### config.mk
export PLATFORM = sky130hd
export DESIGN_NAME = ring_detector
export DESIGN_NICKNAME = d
export VERILOG_FILES = /design/src/rtl/ring_detector.sv
export SDC_FILE = /design/constraint.sdc
export NUM_CORES = 1
export LEC_CHECK = 0
export BUFFER_PORTS_ARGS = -buffer_cell sky130_fd_sc_hd__buf_2
export CAP_MARGIN = 20
export CORE_MARGIN = 2
export CORE_UTILIZATION = 50
export DETAILED_ROUTE_END_ITERATION = 10
export PLACE_DENSITY = 0.66
export SYNTH_ARGS = -nofsm -noshare
export SYNTH_HDL_FRONTEND = slang
export SYNTH_SLANG_ARGS = --single-unit
### constraint.sdc
create_clock -name clock -period 5.8 [get_ports clock]
set_input_delay 0.29 -clock clock [delete_from_list [all_inputs] [get_ports clock]]
set_output_delay 0.29 -clock clock [all_outputs]
set_load 0.05 [all_outputs]
### src/rtl/ring_detector.sv
// ring_detector: synchronises and debounces the raw ring indication from the
// line interface. It qualifies a genuine ring burst and holds is_ringing high
// across the silent gaps of the ring cadence, so downstream logic sees one
// clean level for the whole call alert.
//
// Optional build macro: RING_BURST_COUNT_EN adds the ring_bursts output, an
// 8-bit saturating count of entries into RINGING within the current alert.
//
// state   | meaning
// --------+------------------------------------------------------------
// IDLE    | no ring activity; timer held at 0
// QUALIFY | debounced level high; timing the burst against ON_MIN_CYCLES
// RINGING | qualified ring burst in progress; is_ringing high
// GAP     | debounced level low inside a cadence; timing against HOLD_CYCLES
module ring_detector #(
    parameter int DEBOUNCE_CYCLES = 16,
    parameter int ON_MIN_CYCLES   = 64,
    parameter int HOLD_CYCLES     = 256,
    parameter int CNT_W           = 16
) (
    input  logic       clock,
    input  logic       reset,
    input  logic       ring_raw,
    output logic       is_ringing,
    output logic       ring_start
`ifdef RING_BURST_COUNT_EN
    ,
    output logic [7:0] ring_bursts
`endif
);

    localparam logic [CNT_W-1:0] DEB_LAST  = CNT_W'(DEBOUNCE_CYCLES - 1);
    localparam logic [CNT_W-1:0] ON_LAST   = CNT_W'(ON_MIN_CYCLES - 1);
    localparam logic [CNT_W-1:0] HOLD_LAST = CNT_W'(HOLD_CYCLES - 1);
    localparam logic [CNT_W-1:0] TMR_ONE   = CNT_W'(1);

    typedef enum logic [1:0] {
        IDLE    = 2'd0,
        QUALIFY = 2'd1,
        RINGING = 2'd2,
        GAP     = 2'd3
    } state_t;

    logic             ring_m;
    logic             ring_s;
    logic             deb;
    logic [CNT_W-1:0] deb_cnt;
    state_t           state_q;
    state_t           state_d;
    logic [CNT_W-1:0] tmr_q;
    logic [CNT_W-1:0] tmr_d;
    logic             ringing_d;
    logic             start_d;

    // Two-flop synchroniser for the asynchronous ring indication.
    always_ff @(posedge clock or negedge reset) begin
        if (!reset) begin
            ring_m <= 1'b0;
            ring_s <= 1'b0;
        end else begin
            ring_m <= ring_raw;
            ring_s <= ring_m;
        end
    end

    // Debounce: deb follows ring_s only after DEBOUNCE_CYCLES consecutive
    // disagreeing samples; any agreement restarts the count.
    always_ff @(posedge clock or negedge reset) begin
        if (!reset) begin
            deb     <= 1'b0;
            deb_cnt <= '0;
        end else if (ring_s == deb) begin
            deb_cnt <= '0;
        end else if (deb_cnt == DEB_LAST) begin
            deb     <= ~deb;
            deb_cnt <= '0;
        end else begin
            deb_cnt <= deb_cnt + 1'b1;
        end
    end

    // State, shared timer and registered outputs.
    always_ff @(posedge clock or negedge reset) begin
        if (!reset) begin
            state_q    <= IDLE;
            tmr_q      <= '0;
            is_ringing <= 1'b0;
            ring_start <= 1'b0;
        end else begin
            state_q    <= state_d;
            tmr_q      <= tmr_d;
            is_ringing <= ringing_d;
            ring_start <= start_d;
        end
    end

    // Next-state logic. A drop during QUALIFY beats qualification, and a
    // resume during GAP beats hold expiry, because the deb test comes first.
    always_comb begin
        state_d   = state_q;
        tmr_d     = tmr_q;
        ringing_d = is_ringing;
        start_d   = 1'b0;
        case (state_q)
            IDLE: begin
                tmr_d     = '0;
                ringing_d = 1'b0;
                if (deb) begin
                    state_d = QUALIFY;
                    tmr_d   = TMR_ONE;
                end
            end
            QUALIFY: begin
                ringing_d = 1'b0;
                if (!deb) begin
                    state_d = IDLE;
                    tmr_d   = '0;
                end else if (tmr_q == ON_LAST) begin
                    state_d   = RINGING;
                    tmr_d     = '0;
                    ringing_d = 1'b1;
                    start_d   = 1'b1;
                end else begin
                    tmr_d = tmr_q + 1'b1;
                end
            end
            RINGING: begin
                ringing_d = 1'b1;
                tmr_d     = '0;
                if (!deb) begin
                    state_d = GAP;
                    tmr_d   = TMR_ONE;
                end
            end
            GAP: begin
                ringing_d = 1'b1;
                if (deb) begin
                    state_d = RINGING;
                    tmr_d   = '0;
                end else if (tmr_q == HOLD_LAST) begin
                    state_d   = IDLE;
                    tmr_d     = '0;
                    ringing_d = 1'b0;
                end else begin
                    tmr_d = tmr_q + 1'b1;
                end
            end
            default: begin
                state_d   = IDLE;
                tmr_d     = '0;
                ringing_d = 1'b0;
            end
        endcase
    end

`ifdef RING_BURST_COUNT_EN
    logic burst_clr;
    logic burst_inc;

    assign burst_clr = (state_q == IDLE) && deb;
    assign burst_inc = deb && (((state_q == QUALIFY) && (tmr_q == ON_LAST)) ||
                               (state_q == GAP));

    // Saturating count of RINGING entries, restarted when a new alert begins.
    always_ff @(posedge clock or negedge reset) begin
        if (!reset) begin
            ring_bursts <= 8'd0;
        end else if (burst_clr) begin
            ring_bursts <= 8'd0;
        end else if (burst_inc && (ring_bursts != 8'hFF)) begin
            ring_bursts <= ring_bursts + 8'd1;
        end
    end
`endif

endmodule

==> key figures <==
Pwr
  – Worst IR Drop VDD: ~0.00016 V
  – Total power: 461 uW
  – Cell Pwr Density: roughly 230 nW/um2
  – Sw power: 100 uW
  – Reg power frac: roughly three fifths
  – Clk pwr share: roughly 38%
  – Internal: around 360 uW
  – Leak Pwr: just under 0.8 nW
  – Logic pwr share: 2.2%
  – Sw frac: between 20% and 30%

Floorplanning
  – Die X: ~66 um
  – Core ar.: approximately 3700 um2
  – Die footprint: ~4300 um2
  – Initial core utilization: about half
  – Chip height: 65.6 um
  – FP Rows: 22
  – Ports: 5

Synth
  – Area leader, netlist: dfrtp_1
  – Dominant synthesized flop cell: dfrtp_1
  – Asr flop ratio synth: 100%
  – Avg Inst Size Synth: 10.2 um2
  – #FFs+latches synth: 39
  – Top cells by area, synth: dfrtp_1 (51%), xnor2_1 (9.2%), nor2_1 (6.5%)
  – Synth cell types: 28
  – Register area share after synthesis: between 50% and 60%
  – Post-synth EDFFs: 0
  – Synth warnings: 0
  – Synthesized instance count: between 150 and 200
  – Syn_nets: between 150 and 200
  – Area fraction of the dominant cell type after synthesis: between 50% and 60%
  – Synth Cell Area: approximately 1900 um2

Detailed routing
  – Routed met3 length: around 120 um
  – First-pass detailed-route iteration total: 4
  – Max Used Layer: met4
  – Via Count: ~1300
  – Routed Antenna Nets: 0
  – Final WL: approximately 3300 um
  – DR WL met2: roughly 1700 um
  – Drt wl/cell: ~14 um
  – DR iter-0 viols: 85
  – DR DRC count: 0
  – Via-per-instance ratio: around 5.5
  – M1 WL: 1440 um

Run status
  – Status: finished clean

Clocking
  – Clock slew at reported path FFs: roughly 0.07 ns
  – Total CTS buffers: 5
  – # H-tree levels: 2
  – Longest Clk Path Bufs: 2
  – CTS tree: done
  – Clk_lat worst skew: slightly below 0.3 ns
  – Clock Tree Root: clkbuf_8
  – Clk sinks: 39
  – Post CTS Setup Buffer Count: 0
  – Post-cts sizing count: 0
  – CTS Hold Bufs: 0

Timing
  – Final Max Slew Viols: 0
  – Max Clock Skew: slightly below 0.006 ns
  – Clock period minus worst slack: 2.10 ns
  – Unrepaired setup endpoints after global routing: no
  – Final WS setup: 3.70 ns
  – Relative slew margins: 43.3%
  – Worst slew pin tran: between 0.8 and 0.9 ns
  – Hold slack final: between 0.1 and 0.15 ns
  – Peak Freq: around 480 MHz
  – Post-route setup TNS: 0 ns
  – Tcrit/Tclk final: approximately 36%
  – Final hold vios: 0
  – Final setup viols: 0

Layout
  – Commonest non-fill, non-tap cell in the layout: dfrtp_1
  – Final Net Count: 199
  – Fin util: a little under three fifths
  – Commonest non-fill, non-tap cells in the layout: dfrtp_1 (39), nor2_1 (33), xnor2_1 (20)
  – Ant diodes: 0
  – Fillers: roughly 330
  – Layout cell share with drive strength beyond 1: slightly above 8%
  – P&R area growth vs syn: 7.72%
  – Fin area: approximately 2000 um2
  – Final non-filler cell total: ~240

Setup path
  – Worst setup path category: register to register
  – Cells along the critical path: ha_1, or4bb_1, nor4_4, nor3_1, or3_1
  – Critical Path Max Stage Delay: about 0.55 ns
  – Critical Path Source Type: register
  – Cells on worst reg2reg path: 5
  – Worst reg-to-reg setup slack: roughly 3.7 ns
  – Crit path launch: tmr_q[0]$_DFF_PN0_
  – Req. time, crit path: ~6 ns
  – Crit path DAT: 2.26 ns
  – Crit-path slowest cell: or4bb_1
  – Reg-to-Reg Start: tmr_q[0]$_DFF_PN0_
  – Reg2reg end: tmr_q[0]$_DFF_PN0_
  – Crit-path max FO: 7
  – CP Capture Type: register

Global route
  – Number of global-route vias before repair: 1280
  – First-pass GRT wire length: roughly 5800 um
  – GRT overflow: 0
  – Largest net degree at the start of global routing: 40
  – Total GRT Usage: between 10% and 20%
  – Initial antenna violation count: 0

Placement
  – Detailed placer's ending HPWL: 2210 um
  – Final Wtd Congestion: 0.792
  – Dpl ws: around 3.7 ns
  – Post-place instance area: roughly 2000 um2
  – PortBufs: 4
  – Placed cells: 235

Flow run
  – MaxCap Viol Count: 0

Worst hold path
  – Hold Path Class: input port to async pin
## worst max-delay path by stage
stage	endpoint	cells after the start	slack, ns
2_1_floorplan	tmr_q[0]$_DFF_PN0_	5	3.90
3_3_place_gp	tmr_q[0]$_DFF_PN0_	5	3.82
3_5_place_dp	tmr_q[0]$_DFF_PN0_	5	3.74
4_1_cts	tmr_q[0]$_DFF_PN0_	5	3.71
5_1_grt	tmr_q[11]$_DFF_PN0_	5	3.61
6_report	tmr_q[0]$_DFF_PN0_	5	3.70
## layout make-up
| type | count | area (um2) | area share (%) |
|---|---|---|---|
| sequential | 39 | 976 | 47.8 |
| inverter | 6 | 22.5 | 1.10 |
| timing repair buffer | 4 | 20.0 | 0.980 |
| multi-input combinational | 138 | 882 | 43.2 |
| tap | 48 | 60.1 | 2.94 |
| clock buffer | 7 | 76.3 | 3.74 |
| clock inverter | 1 | 5.00 | 0.245 |
## registers in the layout (all words and copies together), names as in the netlist, named ones only
register	cells
deb_cnt	16
tmr_q	16
deb	1
is_ringing	1
ring_m	1
ring_s	1
ring_start	1
state_q	1
## layer usage
metal	up-vias	global-route usage (%)
met5	-	0
met4	0	7.29
met3	6	5.31
met2	24	31.0
met1	637	20.4
li1	659	-
## kinds of logic after synthesis
kind of cell	synth area share [%]
xor gates and xnor gates	12.9
muxes	0.594
and+or+nand+nor	27.7
buffers and inverters	1.98
adders and majority gates	1.32
AOI/OAI and AO/OA	3.96
DFF	51.5
## Yosys cell counts (3+ instances only)
cell     instances
dfrtp_1         39
nor2_1          33
xnor2_1         20
nand3_1         13
nand2_1         11
nor4_1           9
nand4_1          8
nor3_1           8
xor2_1           8
inv_1            6
a21oi_1          4
and3_1           3
nor2b_1          3
## power by group through the flow
stage,logic (mW),registers (mW),clock network [mW]
after floorplan,0.00393,0.281,0
after global placement,0.0102,0.281,0
after detailed placement,0.0106,0.282,0
after CTS,0.0109,0.276,0.183
after global routing,0.0124,0.276,0.195
final,0.0102,0.276,0.175
## critical path, delay by kind of cell (launching register included)
family	cells	cell delay, ns
adders and majority gates	1	0.29
DFF	1	0.46
and+or+nand+nor	4	1.22
Power figures use the tool's default switching activity.
